$ cat src/rtl/wc_tile_sched.sv
// Tile scheduler for the F(5,4) Winograd datapath. Cuts an input sample stream into
// overlapping 8-sample tiles (stride 5), issues them to the datapath, captures the
// 5-sample results after LAT cycles and returns them on a backpressured stream.
// Optional feature: define WC_SCHED_PIPE_EN to treat the datapath as fully pipelined.
module wc_tile_sched #(
  parameter int unsigned DW          = 10,
  parameter int unsigned ZW          = 10,
  parameter int unsigned LAT         = 6,
  parameter int unsigned OFIFO_DEPTH = 8
) (
  input  logic            clk,
  input  logic            rst,
  input  logic            start,
  input  logic [7:0]      n_tiles,
  input  logic            in_valid,
  output logic            in_ready,
  input  logic [DW-1:0]   in_data,
  output logic [8*DW-1:0] wc_d,
  input  logic [5*ZW-1:0] wc_z,
  output logic            out_valid,
  input  logic            out_ready,
  output logic [5*ZW-1:0] out_data,
  output logic            out_last,
  output logic            busy,
  output logic            done
);

  localparam int unsigned AW = $clog2(OFIFO_DEPTH);
  localparam int unsigned CW = AW + 1;
  localparam int unsigned FW = 5 * ZW + 1;
  localparam logic [CW:0] DepthC = (CW+1)'(OFIFO_DEPTH);

  typedef enum logic [2:0] {StIdle, StFill, StIssue, StWait, StDrain} state_e;

  state_e        state_q;
  logic [DW-1:0] win_q [8];
  logic [3:0]    win_cnt_q;
  logic [7:0]    tiles_left_q;
  logic [10:0]   samp_left_q;
  logic [LAT-1:0] tag_v_q;
  logic [LAT-1:0] tag_l_q;
  logic [CW-1:0] inflight_q;
  logic [CW-1:0] fifo_cnt_q;
  logic [AW-1:0] wr_ptr_q;
  logic [AW-1:0] rd_ptr_q;
  logic [FW-1:0] mem_q [OFIFO_DEPTH];

  logic          credit;
  logic          issue;
  logic          accept;
  logic          push;
  logic          load;
  logic          fill_full;
  logic [CW:0]   used;

  // Credit, handshakes and window-full detection from registered state.
  always_comb begin
    // The output register counts as a FIFO slot so credit covers every stored tile.
    used      = {1'b0, fifo_cnt_q} + {1'b0, inflight_q} + {{CW{1'b0}}, out_valid};
    credit    = used < DepthC;
    issue     = (state_q == StIssue) && credit;
    // The window keeps collecting while the issued tile sits in wc_d.
    in_ready  = (samp_left_q != 11'd0) &&
                ((((state_q == StFill) || (state_q == StWait)) && (win_cnt_q != 4'd8)) || issue);
    accept    = in_valid && in_ready;
    push      = tag_v_q[LAT-1];
    load      = (fifo_cnt_q != '0) && (!out_valid || out_ready);
    fill_full = (win_cnt_q + {3'b000, accept}) == 4'd8;
  end

  // Control FSM, sample window, issue register and in-flight tags.
  always_ff @(posedge clk or negedge rst) begin
    if (!rst) begin
      state_q      <= StIdle;
      for (int i = 0; i < 8; i++) win_q[i] <= '0;
      win_cnt_q    <= 4'd0;
      tiles_left_q <= 8'd0;
      samp_left_q  <= 11'd0;
      tag_v_q      <= '0;
      tag_l_q      <= '0;
      inflight_q   <= '0;
      wc_d         <= '0;
      busy         <= 1'b0;
      done         <= 1'b0;
    end else begin
      done <= 1'b0;
      if (issue) begin
        for (int i = 0; i < 8; i++) wc_d[(7-i)*DW +: DW] <= win_q[i];
        // Last three samples of this tile start the next window.
        for (int i = 0; i < 3; i++) win_q[i] <= win_q[i+5];
        if (accept) win_q[3] <= in_data;
        win_cnt_q    <= accept ? 4'd4 : 4'd3;
        tiles_left_q <= tiles_left_q - 8'd1;
      end else if (accept) begin
        win_q[win_cnt_q[2:0]] <= in_data;
        win_cnt_q             <= win_cnt_q + 4'd1;
      end
      if (accept) samp_left_q <= samp_left_q - 11'd1;

      tag_v_q[0] <= issue;
      tag_l_q[0] <= issue && (tiles_left_q == 8'd1);
      for (int i = 1; i < LAT; i++) begin
        tag_v_q[i] <= tag_v_q[i-1];
        tag_l_q[i] <= tag_l_q[i-1];
      end

      case ({issue, push})
        2'b10:   inflight_q <= inflight_q + CW'(1);
        2'b01:   inflight_q <= inflight_q - CW'(1);
        default: inflight_q <= inflight_q;
      endcase

      case (state_q)
        StIdle: begin
          if (start) begin
            if (n_tiles == 8'd0) begin
              done <= 1'b1;
            end else begin
              busy         <= 1'b1;
              tiles_left_q <= n_tiles;
              samp_left_q  <= 11'(n_tiles) * 11'd5 + 11'd3;
              win_cnt_q    <= 4'd0;
              state_q      <= StFill;
            end
          end
        end
        StFill: begin
          if (fill_full) state_q <= StIssue;
        end
        StIssue: begin
          if (issue) begin
`ifdef WC_SCHED_PIPE_EN
            state_q <= (tiles_left_q == 8'd1) ? StDrain : StFill;
`else
            state_q <= StWait;
`endif
          end
        end
        StWait: begin
          if (push) begin
            if (tiles_left_q == 8'd0) state_q <= StDrain;
            else                      state_q <= fill_full ? StIssue : StFill;
          end
        end
        StDrain: begin
          if (out_valid && out_ready && out_last) begin
            done    <= 1'b1;
            busy    <= 1'b0;
            state_q <= StIdle;
          end
        end
        default: state_q <= StIdle;
      endcase
    end
  end

  // Result FIFO storage; capture happens on the LAT-th edge after issue.
  always_ff @(posedge clk) begin
    if (push) mem_q[wr_ptr_q] <= {wc_z, tag_l_q[LAT-1]};
  end

  // FIFO pointers and the registered output stage.
  always_ff @(posedge clk or negedge rst) begin
    if (!rst) begin
      wr_ptr_q   <= '0;
      rd_ptr_q   <= '0;
      fifo_cnt_q <= '0;
      out_valid  <= 1'b0;
      out_data   <= '0;
      out_last   <= 1'b0;
    end else begin
      if (push) wr_ptr_q <= wr_ptr_q + AW'(1);
      if (load) begin
        rd_ptr_q  <= rd_ptr_q + AW'(1);
        out_data  <= mem_q[rd_ptr_q][FW-1:1];
        out_last  <= mem_q[rd_ptr_q][0];
        out_valid <= 1'b1;
      end else if (out_ready) begin
        out_valid <= 1'b0;
        out_last  <= 1'b0;
      end
      case ({push, load})
        2'b10:   fifo_cnt_q <= fifo_cnt_q + CW'(1);
        2'b01:   fifo_cnt_q <= fifo_cnt_q - CW'(1);
        default: fifo_cnt_q <= fifo_cnt_q;
      endcase
    end
  end

endmodule

$ cat config.mk
export PLATFORM = sky130hd
export DESIGN_NAME = wc_tile_sched
export DESIGN_NICKNAME = d
export VERILOG_FILES = /design/src/rtl/wc_tile_sched.sv
export SDC_FILE = /design/constraint.sdc
export NUM_CORES = 1
export LEC_CHECK = 0
export CAP_MARGIN = 25
export CORE_MARGIN = 2
export CORE_UTILIZATION = 25
export CTS_CLUSTER_SIZE = 30
export DETAILED_ROUTE_END_ITERATION = 16
export PLACE_DENSITY = 0.44
export SYNTH_ARGS = -nofsm -noshare
export SYNTH_HDL_FRONTEND = slang
export SYNTH_SLANG_ARGS = --single-unit
export TNS_END_PERCENT = 5
$ cat constraint.sdc
create_clock -name clk -period 6.1 [get_ports clk]
set_input_delay 1.22 -clock clk [delete_from_list [all_inputs] [get_ports clk]]
set_output_delay 1.22 -clock clk [all_outputs]
set_load 0.02 [all_outputs]
==> results of run 1 <==
## metrics by stage
stage	instance area (um2)	utilization	power (mW)	worst slack [ns]	std cells
after floorplan	26700	-	4.98	1.39	1691
after CTS	33200	0.314	10.1	1.79	3381
final	33200	0.314	9.91	1.87	3381
after detailed placement	30500	0.289	5.14	2.06	3231
after global routing	33200	0.314	10.3	1.71	3381
after global placement	30500	0.288	5.13	2.09	3229
## metal layers
layer | vias up | GRT usage | routed length, um
li1 | 6700 | - | -
met1 | 7684 | 0.159 | 29700
met2 | 278 | 0.209 | 32900
met3 | 101 | 0.0360 | 3770
met4 | 8 | 0.0318 | 1420
met5 | - | 0 | 54
## final cells by class
cell class | instances | area share
inverter | 21 | 0.00237
sequential | 674 | 0.569
clock inverter | 31 | 0.0119
clock buffer | 119 | 0.0705
timing repair buffer | 229 | 0.0690
tap | 1391 | 0.0524
multi-input combinational | 916 | 0.225
## flip-flops by register name, indices dropped and copies added, names as in the netlist, 6 cells and up
name	cells
mem_q	408
wc_d	80
win_q	80
out_data	50
samp_left_q	11
tiles_left_q	8
tag_l_q	6
tag_v_q	6
## logic make-up after synthesis
kind of cell	count (synthesis)	synth area share
adder cells (fa/ha/maj)	43	0.0210
multiplexers	238	0.140
AND/OR/NAND/NOR	455	0.0732
XOR/XNOR	34	0.0111
flip-flops	674	0.708
buffers and inverters	101	0.0162
AO/OA/AOI/OAI	146	0.0313
## critical path, stage by stage (launching register included)
cell and delay (ns):
dfrtp_1 0.42, ha_1 0.33, a211oi_2 0.27, o21a_2 0.28, a31oi_4 0.20, nor2_1 0.22
clkdlybuf4s50_1 0.66
## power by group
part / switching [mW] / total (mW) / internal (mW) / leakage [nW]
registers: 0.0000000000000000922 / 4.85 / 4.85 / 6.90
clock network: 1.93 / 4.87 / 2.93 / 1.32
logic: 0.124 / 0.192 / 0.0674 / 4.05
total: 2.06 / 9.91 / 7.85 / 12.3
## Yosys cell counts, types with 18 or more instances
master      n  area, um2
inv_1      19       71.3
xnor2_1    19        166
nor2_1    104        390
clkbuf_1   51        191
mux4_2    102       2300
mux2_2     50        563
buf_2      18       90.1
dfrtp_1   266       6660
a21oi_1    92        460
ha_1       40        500
nand2_1   285       1070
o21ai_0    23        115
edfxtp_1  408      12300
mux2i_1    82        821
## worst max-delay path by stage
stage / end / slack (ns) / cells past startpoint
final: in_ready / 1.87 / 6
after global routing: in_ready / 1.71 / 6
after CTS: in_ready / 1.79 / 6
after detailed placement: state_q[0]$_DFFE_PN0P_ / 2.06 / 10
after global placement: state_q[0]$_DFFE_PN0P_ / 2.09 / 10
after floorplan: mem_q[0][0]$_DFFE_PP_ / 1.39 / 3
==> impl_metrics.json, run 1 <==
{
  "status": "finished clean",
  "antenna_cells": 0,
  "grt_pass1_vias": 15900,
  "clock-root-buffer": "clkbuf_16",
  "routed_wl_um": 67800,
  "synth_warnings": 0,
  "antenna_left": 0,
  "syn-num-nets": 1807,
  "rr_worst_depth": 8,
  "ir_drop_v": 0.000139,
  "cp-start-kind": "flip-flop",
  "cap_violations": 0,
  "timing.final.crit_share": 0.693,
  "chipHeight_um": 331,
  "r2r_setup_slack_ns": 2.37,
  "grt_setup_unrepaired": "false",
  "post_drt_via_cell_ratio": 4.37,
  "multiInputGateArea_mm2": 0.00747,
  "io_pins": 208,
  "grt_max_degree": 153,
  "gp_congestion": 0.732,
  "async_reset_ff_frac": 0.395,
  "mostFrequentLayoutCells": "edfxtp_1 (408), nand2_1 (285), dfrtp_1 (263)",
  "critPathRequiredTime_ns": 4.88,
  "track_usage": 0.125,
  "hpwl_um": 39500,
  "ys.flop_type": "edfxtp_1",
  "fin_hold_ws_ns": 0.343,
  "r2r_start": "inflight_q[0]$_DFFE_PN0P_",
  "cts_tree": "done",
  "die_x_um": 331,
  "areaGrowthSynthToFinish_pct": 24.4,
  "wl_per_cell_um": 20.1,
  "initial_core_util": 0.253,
  "path_max_fanout": 9,
  "drt_first_pass_iters": 5,
  "fin_skew_ns": 0.0286,
  "dieArea_mm2": 0.110,
  "setup_tns_ns": 0,
  "min_to": "tag_v_q[4]$_DFF_PN0_",
  "finalHoldViolCount": 0,
  "core_mm2": 0.106,
  "hp-start": "tag_v_q[3]$_DFF_PN0_",
  "worstMarginPinSlew_ns": 1.01,
  "rr_endpoint": "wc_d[31]$_DFFE_PN0P_",
  "holdPathStages": 0,
  "path_clk_slew_ns": 0.06,
  "p_leak_nw": 12.3,
  "hold_path.class": "flip-flop to flip-flop",
  "netlist_area_mm2": 0.0267,
  "fillCellCount": 10400,
  "synth.avg_cell_area_um2": 15.8,
  "critPathKind": "flip-flop to output pin",
  "grt_pass1_wl_um": 102000,
  "layout.area.seq_mm2": 0.0189,
  "htreeDepth": 3,
  "finalSetupViolCount": 0,
  "ys_types": 67,
  "std_cell_rows": 119,
  "synthCells": 1691,
  "grt_overflow_total": 0,
  "layout_commonest_cell": "edfxtp_1",
  "slew_violations": 0,
  "clk_latency_ns": 0.64,
  "holdBufCountCts": 0,
  "route.detailed.drc": 0,
  "final_layout_size_suffix_gt1_frac": 0.167,
  "clockBufferDepth": 3,
  "cp-startpoint": "inflight_q[0]$_DFFE_PN0P_",
  "cts_resized": 0,
  "cp-end-kind": "output pin",
  "p_per_area_mw_per_mm2": 298,
  "numCtsBuffers": 81,
  "yosysSeqAreaShare": 0.708,
  "max_freq_mhz": 236,
  "clock_sinks": 674,
  "post_cts_buffers": 0,
  "antenna_found_initial": 5,
  "num_vias": 14800,
  "maxSlewHeadroom": 0.330,
  "fin_nets": 2039,
  "synth_edf_count": 408,
  "drtIter0Drc": 763,
  "finalWorstPathRequiredPeriod_ns": 4.23,
  "ys_ff_latch": 674,
  "cp_data_arrival_time_ns": 3.01,
  "portBuffers": 207
}
Note: power is estimated with default switching activity, not from simulation.
==> run 2: changes to the inputs <==
PLACE_DENSITY = 0.45   (was 0.44)
clock period = 3.58 ns   (was 6.1 ns; I/O delays follow)
==> run 2 against run 1 <==
Compared with the run above: total power increased by 71%; sequential cell count did not move; combinational power up 76%; sequential share of layout area decreased by 0.54 points; largest cell class unchanged; largest power group unchanged.
==> impl_metrics.json, run 2 (same netlist as run 1, synthesis figures left out) <==
{
  "worstMarginPinSlew_ns": 0.856,
  "grt_pass1_wl_um": 102000,
  "p_per_area_mw_per_mm2": 504,
  "total_power_mw": 16.9,
  "wl_per_cell_um": 19.9,
  "path_max_fanout": 9,
  "cap_violations": 0,
  "num_vias": 14800,
  "drtIter0Drc": 818,
  "status": "finished clean",
  "layout_commonest_cell": "edfxtp_1",
  "finalWorstPathRequiredPeriod_ns": 3.41,
  "grt_overflow_total": 0,
  "path_clk_slew_ns": 0.06,
  "final_layout_size_suffix_gt1_frac": 0.176,
  "cp_data_arrival_time_ns": 2.69,
  "core_mm2": 0.106,
  "p_leak_nw": 12.4,
  "clockBufferDepth": 3,
  "rr_worst_depth": 13,
  "dieArea_mm2": 0.110,
  "antenna_cells": 0,
  "place_ws_ns": 0.139,
  "critPathRequiredTime_ns": 2.86,
  "areaGrowthSynthToFinish_pct": 25.5,
  "gp_congestion": 0.754,
  "largest_reg_flops": 408,
  "cp-end-kind": "output pin",
  "finalHoldViolCount": 0,
  "route.detailed.drc": 0,
  "maxSlewHeadroom": 0.429,
  "grt_pass1_vias": 16000,
  "fin_nets": 2060,
  "portBuffers": 207,
  "htreeDepth": 3,
  "top_regs": "mem_q: 408 flops, wc_d: 80 flops, win_q: 80 flops",
  "cts_tree": "done",
  "post_drt_via_cell_ratio": 4.35,
  "grt_setup_unrepaired": "false",
  "clock-root-buffer": "clkbuf_16",
  "routed_wl_um": 67700,
  "hold_path.class": "input port to async pin",
  "worst_slack_ns": 0.172,
  "cp-start-kind": "flip-flop",
  "track_usage": 0.125,
  "hpwl_um": 39200,
  "antenna_found_initial": 5,
  "mostFrequentLayoutCells": "edfxtp_1 (408), nand2_1 (285), dfrtp_1 (263)",
  "initial_core_util": 0.253,
  "fin_skew_ns": 0.0239,
  "slew_violations": 0,
  "clk_latency_ns": 0.65,
  "ir_drop_v": 0.000324,
  "io_pins": 208,
  "chipHeight_um": 331,
  "critPathKind": "flip-flop to output pin",
  "drt_first_pass_iters": 5,
  "std_cell_rows": 119,
  "die_x_um": 331,
  "grt_max_degree": 144,
  "timing.final.crit_share": 0.952,
  "antenna_left": 0,
  "largest-register": "mem_q",
  "max_freq_mhz": 293,
  "clock_sinks": 674,
  "numCtsBuffers": 80,
  "finalSetupViolCount": 0
}
run 2: power by group:
group	switching (mW)	internal, mW	total (mW)	leakage, nW
combinational	0.211	0.125	0.337	4.20
sequential	0.000000000000000102	8.26	8.26	6.90
clock	3.34	4.97	8.32	1.30
total	3.55	13.4	16.9	12.4
run 2: cell type report:
class                   instances  area [um2]
clock buffers                 105        2220
clock inverters                40         482
fillers                     10400       72200
inverters                      21        81.3
multi-input cells             916        7480
flip-flops and latches        674       18900
well taps                    1391        1740
repair buffers                251        2630
run 2: worst max-delay path, cell delays in order (launching register included):
cell and delay (ns):
dfrtp_1 0.42, ha_1 0.32, a211oi_2 0.26, o21a_2 0.25, a31oi_4 0.20, nor2_1 0.22, dlygate4sd2_1 0.38
run 2: timing repair:
action,CTS,global route
hold buffers,0,0
buffers inserted,0,1
setup endpoints to repair,1,3
gates resized for setup,1,2
run 2: per-stage QoR:
stage / instance area [um2] / instances / hold slack, ns / setup TNS (ns) / utilization
finish: 33600 / 3398 / 0.0752 / 0 / 0.317
CTS: 33500 / 3397 / 0.0599 / 0 / 0.317
detailed placement: 30800 / 3252 / 0.335 / 0 / 0.292
global route: 33600 / 3398 / 0.0829 / 0 / 0.317
global placement: 30800 / 3252 / 0.333 / 0 / 0.292
floorplan: 26700 / 1691 / 0.331 / -57.35 / -
run 2: path summary, 6_finish.rpt:
check / startpoint / end / slack, ns
hold / removal: rst / out_data[7]$_DFFE_PN0P_ / 0.08
setup reg to reg: inflight_q[0]$_DFFE_PN0P_ / state_q[0]$_DFFE_PN0P_ / 0.20
min in group clk: tag_v_q[1]$_DFF_PN0_ / tag_v_q[2]$_DFF_PN0_ / 0.35
max in group asynchronous: rst / win_q[41]$_DFFE_PN0P_ / 2.58
setup / recovery: inflight_q[0]$_DFFE_PN0P_ / in_ready / 0.17
hold reg to reg: tag_v_q[1]$_DFF_PN0_ / tag_v_q[2]$_DFF_PN0_ / 0.35
run 2: routing by layer:
metal / GRT usage / vias up / routed length (um)
met5: 0 / - / 69
met4: 0.0367 / 10 / 1670
met3: 0.0323 / 104 / 3600
met2: 0.208 / 320 / 32500
met1: 0.161 / 7604 / 29900
li1: - / 6750 / -
==> run 3: changes to the inputs <==
ABC_CLOCK_PERIOD_IN_PS = 3580   (was unset)
GPL_ROUTABILITY_DRIVEN = 0   (was unset)
==> results of run 3 <==
Final layout, timing and power as in run 2 (identical DEF).
